`config.mk`:
```
export PLATFORM = sky130hd
export DESIGN_NAME = bus_arbiter_ctrl_flat
export DESIGN_NICKNAME = d
export VERILOG_FILES = /design/src/rtl/bus_arbiter_ctrl_pkg.sv /design/src/rtl/bus_arbiter_ctrl_if.sv /design/src/rtl/bus_arbiter_ctrl_dev_decode.sv /design/src/rtl/bus_arbiter_ctrl.sv /design/src/flat_wrapper.sv
export SDC_FILE = /design/constraint.sdc
export NUM_CORES = 1
export LEC_CHECK = 0
export CAP_MARGIN = 40
export CORE_AREA = 2 2 161 163
export DETAILED_ROUTE_END_ITERATION = 10
export DIE_AREA = 0 0 163 165
export GPL_TIMING_DRIVEN = 0
export PLACE_DENSITY = 0.6
export RECOVER_POWER = 100
export SYNTH_ARGS = -nofsm -noshare
export SYNTH_HDL_FRONTEND = slang
export SYNTH_HIERARCHICAL = 1
export SYNTH_SLANG_ARGS = --single-unit
```
`constraint.sdc`:
```
create_clock -name clk -period 2.2 [get_ports clk]
set_input_delay 0.66 -clock clk [delete_from_list [all_inputs] [get_ports clk]]
set_output_delay 0.66 -clock clk [all_outputs]
set_load 0.01 [all_outputs]
```
`src/rtl/bus_arbiter_ctrl_pkg.sv`:
```
// Shared definitions for the CPU/DMA data-bus arbiter: FSM encoding, device select codes and
// default parameters.
package bus_arbiter_ctrl_pkg;

  typedef enum logic [2:0] {
    StIdle,
    StMemAcc,
    StMemResp,
    StIoAcc,
    StResp
  } arb_state_e;

  typedef enum logic {
    NowDeviceMem = 1'b0,
    NowDeviceIo  = 1'b1
  } now_device_e;

  typedef enum logic {
    GntCpu = 1'b0,
    GntDma = 1'b1
  } gnt_e;

  localparam logic [15:0] IoBaseDefault    = 16'h7F00;
  localparam logic [7:0]  IoTimeoutDefault = 8'd255;

endpackage

```
`src/rtl/bus_arbiter_ctrl_if.sv`:
```
// Bundle of the CPU, DMA, data-memory and IO bus signals around the arbiter.
// slave: the arbiter's view; master: the surrounding requesters and devices.
interface bus_arbiter_ctrl_if;

  logic        cpu_req;
  logic        cpu_we;
  logic [31:0] cpu_addr;
  logic [31:0] cpu_wdata;
  logic [3:0]  cpu_be;
  logic        cpu_stall;
  logic        cpu_ack;
  logic [31:0] cpu_rdata;

  logic        dma_req;
  logic        dma_we;
  logic [31:0] dma_addr;
  logic [31:0] dma_wdata;
  logic [3:0]  dma_be;
  logic        dma_ack;
  logic [31:0] dma_rdata;

  logic        mem_we;
  logic [3:0]  mem_be;
  logic [31:0] mem_addr;
  logic [31:0] mem_wdata;
  logic [31:0] mem_rdata;

  logic        io_en;
  logic        io_we;
  logic [3:0]  io_be;
  logic [31:0] io_addr;
  logic [31:0] io_wdata;
  logic [31:0] io_rdata;
  logic        io_ready;

  logic        bus_err;

  modport slave (
    input  cpu_req, cpu_we, cpu_addr, cpu_wdata, cpu_be,
    output cpu_stall, cpu_ack, cpu_rdata,
    input  dma_req, dma_we, dma_addr, dma_wdata, dma_be,
    output dma_ack, dma_rdata,
    output mem_we, mem_be, mem_addr, mem_wdata,
    input  mem_rdata,
    output io_en, io_we, io_be, io_addr, io_wdata,
    input  io_rdata, io_ready,
    output bus_err
  );

  modport master (
    output cpu_req, cpu_we, cpu_addr, cpu_wdata, cpu_be,
    input  cpu_stall, cpu_ack, cpu_rdata,
    output dma_req, dma_we, dma_addr, dma_wdata, dma_be,
    input  dma_ack, dma_rdata,
    input  mem_we, mem_be, mem_addr, mem_wdata,
    output mem_rdata,
    input  io_en, io_we, io_be, io_addr, io_wdata,
    output io_rdata, io_ready,
    input  bus_err
  );

endinterface

```
`src/rtl/bus_arbiter_ctrl_dev_decode.sv`:
```
// Address decoder: the upper address half equal to IO_BASE selects the IO bus, anything else
// goes to data memory. Kept standalone so the M-stage control can reuse it.
module dev_decode
  import bus_arbiter_ctrl_pkg::*;
#(
  parameter logic [15:0] IO_BASE = IoBaseDefault
) (
  input  logic [31:0] addr_i,
  output now_device_e now_device_o
);

  logic unused_addr_lo;
  assign unused_addr_lo = ^addr_i[15:0];

  assign now_device_o = (addr_i[31:16] == IO_BASE) ? NowDeviceIo : NowDeviceMem;

endmodule

```
`src/rtl/bus_arbiter_ctrl.sv`:
```
// Two-port (CPU/DMA) round-robin arbiter in front of a single-cycle data memory and a
// ready-handshaked IO bus with timeout.
module bus_arbiter_ctrl
  import bus_arbiter_ctrl_pkg::*;
#(
  parameter logic [15:0] IO_BASE    = IoBaseDefault,
  parameter logic [7:0]  IO_TIMEOUT = IoTimeoutDefault
) (
  input logic               clk,
  input logic               reset_n,
  bus_arbiter_ctrl_if.slave bus_io
);

  arb_state_e  state_q, state_d;
  gnt_e        gnt_q, gnt_d;
  gnt_e        last_gnt_q, last_gnt_d;
  gnt_e        sel_gnt;
  logic        we_q, we_d;
  logic [31:0] addr_q, addr_d;
  logic [31:0] wdata_q, wdata_d;
  logic [3:0]  be_q, be_d;
  logic [7:0]  cnt_q, cnt_d;
  logic [31:0] rdata_q, rdata_d;
  logic        err_q, err_d;
  logic [31:0] sel_addr;
  now_device_e sel_dev;
  logic        cpu_ack, dma_ack;

  // On a tie the port that was not favoured last time wins; last_gnt starts at DMA so the
  // CPU wins the first tie after reset.
  always_comb begin
    if (bus_io.cpu_req && bus_io.dma_req) begin
      sel_gnt = (last_gnt_q == GntDma) ? GntCpu : GntDma;
    end else if (bus_io.cpu_req) begin
      sel_gnt = GntCpu;
    end else begin
      sel_gnt = GntDma;
    end
    sel_addr = (sel_gnt == GntDma) ? bus_io.dma_addr : bus_io.cpu_addr;
  end

  dev_decode #(
    .IO_BASE(IO_BASE)
  ) u_dev_decode (
    .addr_i      (sel_addr),
    .now_device_o(sel_dev)
  );

  always_comb begin
    state_d    = state_q;
    gnt_d      = gnt_q;
    last_gnt_d = last_gnt_q;
    we_d       = we_q;
    addr_d     = addr_q;
    wdata_d    = wdata_q;
    be_d       = be_q;
    cnt_d      = cnt_q;
    rdata_d    = rdata_q;
    err_d      = err_q;
    unique case (state_q)
      StIdle: begin
        if (bus_io.cpu_req || bus_io.dma_req) begin
          gnt_d      = sel_gnt;
          last_gnt_d = (last_gnt_q == GntCpu) ? GntDma : GntCpu;
          addr_d     = sel_addr;
          we_d       = (sel_gnt == GntDma) ? bus_io.dma_we    : bus_io.cpu_we;
          wdata_d    = (sel_gnt == GntDma) ? bus_io.dma_wdata : bus_io.cpu_wdata;
          be_d       = (sel_gnt == GntDma) ? bus_io.dma_be    : bus_io.cpu_be;
          cnt_d      = '0;
          err_d      = 1'b0;
          rdata_d    = '0;
          state_d    = (sel_dev == NowDeviceIo) ? StIoAcc : StMemAcc;
        end
      end
      StMemAcc: state_d = StMemResp;
      StMemResp: begin
        rdata_d = bus_io.mem_rdata;
        state_d = StResp;
      end
      StIoAcc: begin
        if (bus_io.io_ready) begin
          rdata_d = bus_io.io_rdata;
          state_d = StResp;
        end else if (cnt_q == IO_TIMEOUT) begin
          rdata_d = '0;
          err_d   = 1'b1;
          state_d = StResp;
        end else begin
          cnt_d = cnt_q + 8'd1;
        end
      end
      StResp:  state_d = StIdle;
      default: state_d = StIdle;
    endcase
  end

  always_ff @(posedge clk or negedge reset_n) begin
    if (!reset_n) begin
      state_q    <= StIdle;
      gnt_q      <= GntCpu;
      last_gnt_q <= GntDma;
      we_q       <= 1'b0;
      addr_q     <= '0;
      wdata_q    <= '0;
      be_q       <= '0;
      cnt_q      <= '0;
      rdata_q    <= '0;
      err_q      <= 1'b0;
    end else begin
      state_q    <= state_d;
      gnt_q      <= gnt_d;
      last_gnt_q <= last_gnt_d;
      we_q       <= we_d;
      addr_q     <= addr_d;
      wdata_q    <= wdata_d;
      be_q       <= be_d;
      cnt_q      <= cnt_d;
      rdata_q    <= rdata_d;
      err_q      <= err_d;
    end
  end

  // Bus strobes are decoded from the state register so an async reset clears them at once.
  always_comb begin
    bus_io.mem_we    = 1'b0;
    bus_io.mem_be    = '0;
    bus_io.mem_addr  = '0;
    bus_io.mem_wdata = '0;
    bus_io.io_en     = 1'b0;
    bus_io.io_we     = 1'b0;
    bus_io.io_be     = '0;
    bus_io.io_addr   = '0;
    bus_io.io_wdata  = '0;
    if (state_q == StMemAcc) begin
      bus_io.mem_we    = we_q;
      bus_io.mem_be    = be_q;
      bus_io.mem_addr  = addr_q;
      bus_io.mem_wdata = wdata_q;
    end
    if (state_q == StIoAcc) begin
      bus_io.io_en    = 1'b1;
      bus_io.io_we    = we_q;
      bus_io.io_be    = be_q;
      bus_io.io_addr  = addr_q;
      bus_io.io_wdata = wdata_q;
    end
  end

  assign cpu_ack          = (state_q == StResp) && (gnt_q == GntCpu);
  assign dma_ack          = (state_q == StResp) && (gnt_q == GntDma);
  assign bus_io.cpu_ack   = cpu_ack;
  assign bus_io.dma_ack   = dma_ack;
  assign bus_io.cpu_rdata = cpu_ack ? rdata_q : '0;
  assign bus_io.dma_rdata = dma_ack ? rdata_q : '0;
  assign bus_io.cpu_stall = bus_io.cpu_req & ~cpu_ack;
  assign bus_io.bus_err   = (state_q == StResp) & err_q;

endmodule

```
`src/flat_wrapper.sv`:
```
// flat-port wrapper written by rule: the top's interface ports become plain ports
module bus_arbiter_ctrl_flat import bus_arbiter_ctrl_pkg::*;
#(
  parameter logic [15:0] IO_BASE    = IoBaseDefault,
  parameter logic [7:0]  IO_TIMEOUT = IoTimeoutDefault
)
  (clk, reset_n, bus_io_cpu_req, bus_io_cpu_we, bus_io_cpu_addr, bus_io_cpu_wdata, bus_io_cpu_be, bus_io_cpu_stall, bus_io_cpu_ack, bus_io_cpu_rdata, bus_io_dma_req, bus_io_dma_we, bus_io_dma_addr, bus_io_dma_wdata, bus_io_dma_be, bus_io_dma_ack, bus_io_dma_rdata, bus_io_mem_we, bus_io_mem_be, bus_io_mem_addr, bus_io_mem_wdata, bus_io_mem_rdata, bus_io_io_en, bus_io_io_we, bus_io_io_be, bus_io_io_addr, bus_io_io_wdata, bus_io_io_rdata, bus_io_io_ready, bus_io_bus_err);
  bus_arbiter_ctrl_if bus_io_i ();
  input logic clk;
  input logic reset_n;
  input wire logic [$bits(bus_io_i.cpu_req)-1:0] bus_io_cpu_req;
  input wire logic [$bits(bus_io_i.cpu_we)-1:0] bus_io_cpu_we;
  input wire logic [$bits(bus_io_i.cpu_addr)-1:0] bus_io_cpu_addr;
  input wire logic [$bits(bus_io_i.cpu_wdata)-1:0] bus_io_cpu_wdata;
  input wire logic [$bits(bus_io_i.cpu_be)-1:0] bus_io_cpu_be;
  output wire logic [$bits(bus_io_i.cpu_stall)-1:0] bus_io_cpu_stall;
  output wire logic [$bits(bus_io_i.cpu_ack)-1:0] bus_io_cpu_ack;
  output wire logic [$bits(bus_io_i.cpu_rdata)-1:0] bus_io_cpu_rdata;
  input wire logic [$bits(bus_io_i.dma_req)-1:0] bus_io_dma_req;
  input wire logic [$bits(bus_io_i.dma_we)-1:0] bus_io_dma_we;
  input wire logic [$bits(bus_io_i.dma_addr)-1:0] bus_io_dma_addr;
  input wire logic [$bits(bus_io_i.dma_wdata)-1:0] bus_io_dma_wdata;
  input wire logic [$bits(bus_io_i.dma_be)-1:0] bus_io_dma_be;
  output wire logic [$bits(bus_io_i.dma_ack)-1:0] bus_io_dma_ack;
  output wire logic [$bits(bus_io_i.dma_rdata)-1:0] bus_io_dma_rdata;
  output wire logic [$bits(bus_io_i.mem_we)-1:0] bus_io_mem_we;
  output wire logic [$bits(bus_io_i.mem_be)-1:0] bus_io_mem_be;
  output wire logic [$bits(bus_io_i.mem_addr)-1:0] bus_io_mem_addr;
  output wire logic [$bits(bus_io_i.mem_wdata)-1:0] bus_io_mem_wdata;
  input wire logic [$bits(bus_io_i.mem_rdata)-1:0] bus_io_mem_rdata;
  output wire logic [$bits(bus_io_i.io_en)-1:0] bus_io_io_en;
  output wire logic [$bits(bus_io_i.io_we)-1:0] bus_io_io_we;
  output wire logic [$bits(bus_io_i.io_be)-1:0] bus_io_io_be;
  output wire logic [$bits(bus_io_i.io_addr)-1:0] bus_io_io_addr;
  output wire logic [$bits(bus_io_i.io_wdata)-1:0] bus_io_io_wdata;
  input wire logic [$bits(bus_io_i.io_rdata)-1:0] bus_io_io_rdata;
  input wire logic [$bits(bus_io_i.io_ready)-1:0] bus_io_io_ready;
  output wire logic [$bits(bus_io_i.bus_err)-1:0] bus_io_bus_err;
  assign bus_io_i.cpu_req = bus_io_cpu_req;
  assign bus_io_i.cpu_we = bus_io_cpu_we;
  assign bus_io_i.cpu_addr = bus_io_cpu_addr;
  assign bus_io_i.cpu_wdata = bus_io_cpu_wdata;
  assign bus_io_i.cpu_be = bus_io_cpu_be;
  assign bus_io_cpu_stall = bus_io_i.cpu_stall;
  assign bus_io_cpu_ack = bus_io_i.cpu_ack;
  assign bus_io_cpu_rdata = bus_io_i.cpu_rdata;
  assign bus_io_i.dma_req = bus_io_dma_req;
  assign bus_io_i.dma_we = bus_io_dma_we;
  assign bus_io_i.dma_addr = bus_io_dma_addr;
  assign bus_io_i.dma_wdata = bus_io_dma_wdata;
  assign bus_io_i.dma_be = bus_io_dma_be;
  assign bus_io_dma_ack = bus_io_i.dma_ack;
  assign bus_io_dma_rdata = bus_io_i.dma_rdata;
  assign bus_io_mem_we = bus_io_i.mem_we;
  assign bus_io_mem_be = bus_io_i.mem_be;
  assign bus_io_mem_addr = bus_io_i.mem_addr;
  assign bus_io_mem_wdata = bus_io_i.mem_wdata;
  assign bus_io_i.mem_rdata = bus_io_mem_rdata;
  assign bus_io_io_en = bus_io_i.io_en;
  assign bus_io_io_we = bus_io_i.io_we;
  assign bus_io_io_be = bus_io_i.io_be;
  assign bus_io_io_addr = bus_io_i.io_addr;
  assign bus_io_io_wdata = bus_io_i.io_wdata;
  assign bus_io_i.io_rdata = bus_io_io_rdata;
  assign bus_io_i.io_ready = bus_io_io_ready;
  assign bus_io_bus_err = bus_io_i.bus_err;
  bus_arbiter_ctrl #(.IO_BASE(IO_BASE), .IO_TIMEOUT(IO_TIMEOUT)) u_core (.clk(clk), .reset_n(reset_n), .bus_io(bus_io_i));
endmodule
```
==> flow_summary.ini <==
[status]
outcome = finished with violations
violations = negative setup slack

[critical_path]
worstPathCellList = buf_6, nor3b_4, buf_6, buf_12, buf_8, buf_8, and2_4, buf_6
critPathCaptureType = output port
signal_arrival_time_at_the_worst_endpoint_ns = 1.94
start_kind = register
path_delay_family = buffers and inverters
cp_common_cell = sky130_fd_sc_hd__buf_6
crit_fanout = 7
ff2ff_setup_slack_ns = -0.25
critical_path_class = register to output port
crit_required_ns = 1.54
worst_path_largest_cell_delay_ns = 0.37
timing.critical_path.buf_inv = 6
critical-path-slowest-cell = sky130_fd_sc_hd__dfrtp_1

[layout]
finish.cell_count_without_fillers = 1525
final_nets = 1390
final.fill_count = 2337
multi_input_logic_area_um2 = 4121
fraction_of_layout_cells_with_a_size_suffix_above_1_pct = 49.71
stdcell_area_um2 = 13630
n_antenna_cell = 0
ff_latch_area_um2 = 2880
area_growth_syn_to_layout_pct = 98.31

[placement]
routabilityCongestion = 0.8140
dpl_cell_area_um2 = 11490
placed_insts = 1425
place_hpwl_um = 22000
buffer_ports.inserted = 413
dp_worst_setup_slack_ns = -1.376

[sta]
max_freq_mhz = 384.3
worst_skew_ns = 0.009087
max_slew.worst_pin.slew_ns = 1.366
setup_viol_count_final = 236
slew_violations = 0
final_min_period_over_clock_period_pct = 118.3
timing.final.hold_violations = 0
worst_slack_ns = -0.4021
final_period_minus_worst_setup_slack_ns = 2.602
rsz0062_at_grt = true
relSlewSlack_pct = 8.928
totalNegativeSetupSlack_ns = -62.01

[floorplanning]
num_io_pins = 414
floorplan.core_area_um2 = 25040
floorplan.rows = 58
dieArea_um2 = 26900
die_height_um = 165
die_w_um = 163
initial_core_util_pct = 27.45

[logic_synthesis]
number_of_synthesized_flops_with_an_enable_pin = 0
synth.top_cell.area_share_pct = 41.51
ys_ff_latch = 115
mappedNetlistNets = 888
netlist_area_um2 = 6873
top_cell_type_by_total_area_after_synthesis = sky130_fd_sc_hd__dfrtp_1
post-synth-top-count-cell = sky130_fd_sc_hd__and2_1
yosys_warnings = 6
dominantRegCellSynth = sky130_fd_sc_hd__dfrtp_1
synthCells = 680
yosysSeqAreaShare_pct = 41.89
synth_common_cells = sky130_fd_sc_hd__and2_1, sky130_fd_sc_hd__dfrtp_1, sky130_fd_sc_hd__mux2_2
post_synth_num_cell_types = 44
synth-async-reset-ratio_pct = 100.0
synthTopCellsByArea = sky130_fd_sc_hd__dfrtp_1, sky130_fd_sc_hd__and2_1, sky130_fd_sc_hd__mux2_2
synth.avg_cell_area_um2 = 10.11

[cts]
postCtsHoldBufs = 0
cts_tree = built
clk_pin_slew_worst_paths_ns = 0.06
cts_made_buffers = 17
number_of_h_tree_levels = 4
cts_root_buf = sky130_fd_sc_hd__clkbuf_16
cts_max_path_buffers = 2
clkSinkCount = 115
clk-insertion-delay-late_ns = 0.41

[power]
cellPowerDensity_nw_per_um2 = 1049
total_power_consumption_of_the_routed_design_mw = 14.30
leakage_nw = 6.499
ir_drop_uv = 548.8

[route]
routed_wirelength_um = 30500
postRouteAntennaNets = 0
drt_iter0_markers = 228
post-route-drc-count = 0
via_per_inst = 4.649
dr_pass1_iterations = 4
wirelength_per_cell_um = 20.00
dr_total_vias = 7090

[hold_path]
type_of_the_tightest_min_delay_check = register to register

[job]
max_cap_viol_count = 0

[grt]
initial_antenna_violation_count = 0
largest_net_degree_at_the_start_of_global_routing = 66
wire_length_of_the_first_global_routing_pass_um = 44400
grt_util_all_layers_pct = 22.11
grt_pass1_vias = 7352
grt_remaining_overflow = 0
==> through the flow <==
| step | utilization (%) | hold WS [ns] |
|---|---|---|
| after floorplan | - | 0.3644 |
| after global placement | 45.77 | 0.4702 |
| after detailed placement | 45.91 | 0.4773 |
| after CTS | 52.51 | 0.1979 |
| after global routing | 54.44 | 0.5279 |
| final | 54.44 | 0.4976 |
==> what timing repair did <==
item / CTS / global route
endpoints found under the setup margin: 253 / 217
buffers inserted: 45 / 8
resized for setup: 1218 / 128
cloned: 14 / 3
pin swaps: 97 / 8
==> area by class of cell <==
class | instances | area share, %
clock buffer | 19 | 3.323
tap | 330 | 3.029
timing repair buffer | 484 | 36.25
inverter | 4 | 0.1836
buffer | 53 | 4.572
clock inverter | 13 | 1.267
sequential | 115 | 21.13
multi-input combinational | 507 | 30.24
==> where the power goes <==
part	internal, mW	total, mW	switching (mW)
Clock	1.86	2.96	1.09
Sequential	3.00	3.72	0.718
Combinational	4.38	7.62	3.24
==> tightest hold or removal path, delay by kind of cell, from the launching register on <==
family	cells	cell delay, ns
flip-flops	1	0.35
AO/OA/AOI/OAI	1	0.06
AND/OR/NAND/NOR	1	0.05
==> routing by layer <==
layer,track usage (%),up-vias,part of all wire [%]
li1,-,3360,-
met1,24.69,3407,39
met2,40.62,291,51
met3,6.178,32,7.9
met4,6.999,0,2.1
met5,0,-,0
==> state kept, by name, indices dropped and copies added, names as in the netlist <==
register and flops:
u_core/addr_q 32, u_core/rdata_q 32, u_core/wdata_q 32, u_core/cnt_q 8, u_core/be_q 4, u_core/state_q 3, u_core/err_q 1, u_core/gnt_q 1
u_core/last_gnt_q 1, u_core/we_q 1
==> logic make-up after synthesis <==
family / count (synthesis) / synth area share [%]
compound gates: 93 / 9.958
flops: 115 / 41.89
buf+inv: 58 / 4.497
mux: 101 / 15.87
xor+xnor: 1 / 0.1275
simple gates: 311 / 27.47
fa+ha+maj: 1 / 0.1820
==> placed cells by master (no fill, tap or decap), drive strengths merged, types with 2 or more instances in the layout <==
| cell | instances |
|---|---|
| nor4 | 3 |
| or4b | 2 |
| clkdlybuf4s50 | 202 |
| clkinv | 5 |
| bufinv | 3 |
| nand4 | 2 |
| nand3 | 5 |
| o211ai | 2 |
| nand2 | 45 |
| and3 | 37 |
| nor2 | 9 |
| o21ai | 43 |
| a21oi | 5 |
| a221o | 32 |
| dfrtp | 114 |
| clkbuf | 61 |
| and2 | 202 |
| inv | 8 |
| mux2i | 37 |
| mux2 | 64 |
| buf | 289 |
| a31oi | 5 |
| clkdlybuf4s15 | 3 |
==> final timing paths <==
check / startpoint / endpoint / cells past startpoint
min reg2reg: u_core/wdata_q[11] / u_core/wdata_q[11] / 2
max reg2reg: u_core/last_gnt_q / u_core/state_q[1] / 7
min in group asynchronous: reset_n / u_core/addr_q[24] / 1
min: u_core/wdata_q[11] / u_core/wdata_q[11] / 2
max: u_core/state_q[1] / bus_io_mem_addr[6] / 8
max in group asynchronous: reset_n / u_core/state_q[2] / 2
Power figures use the tool's default switching activity.
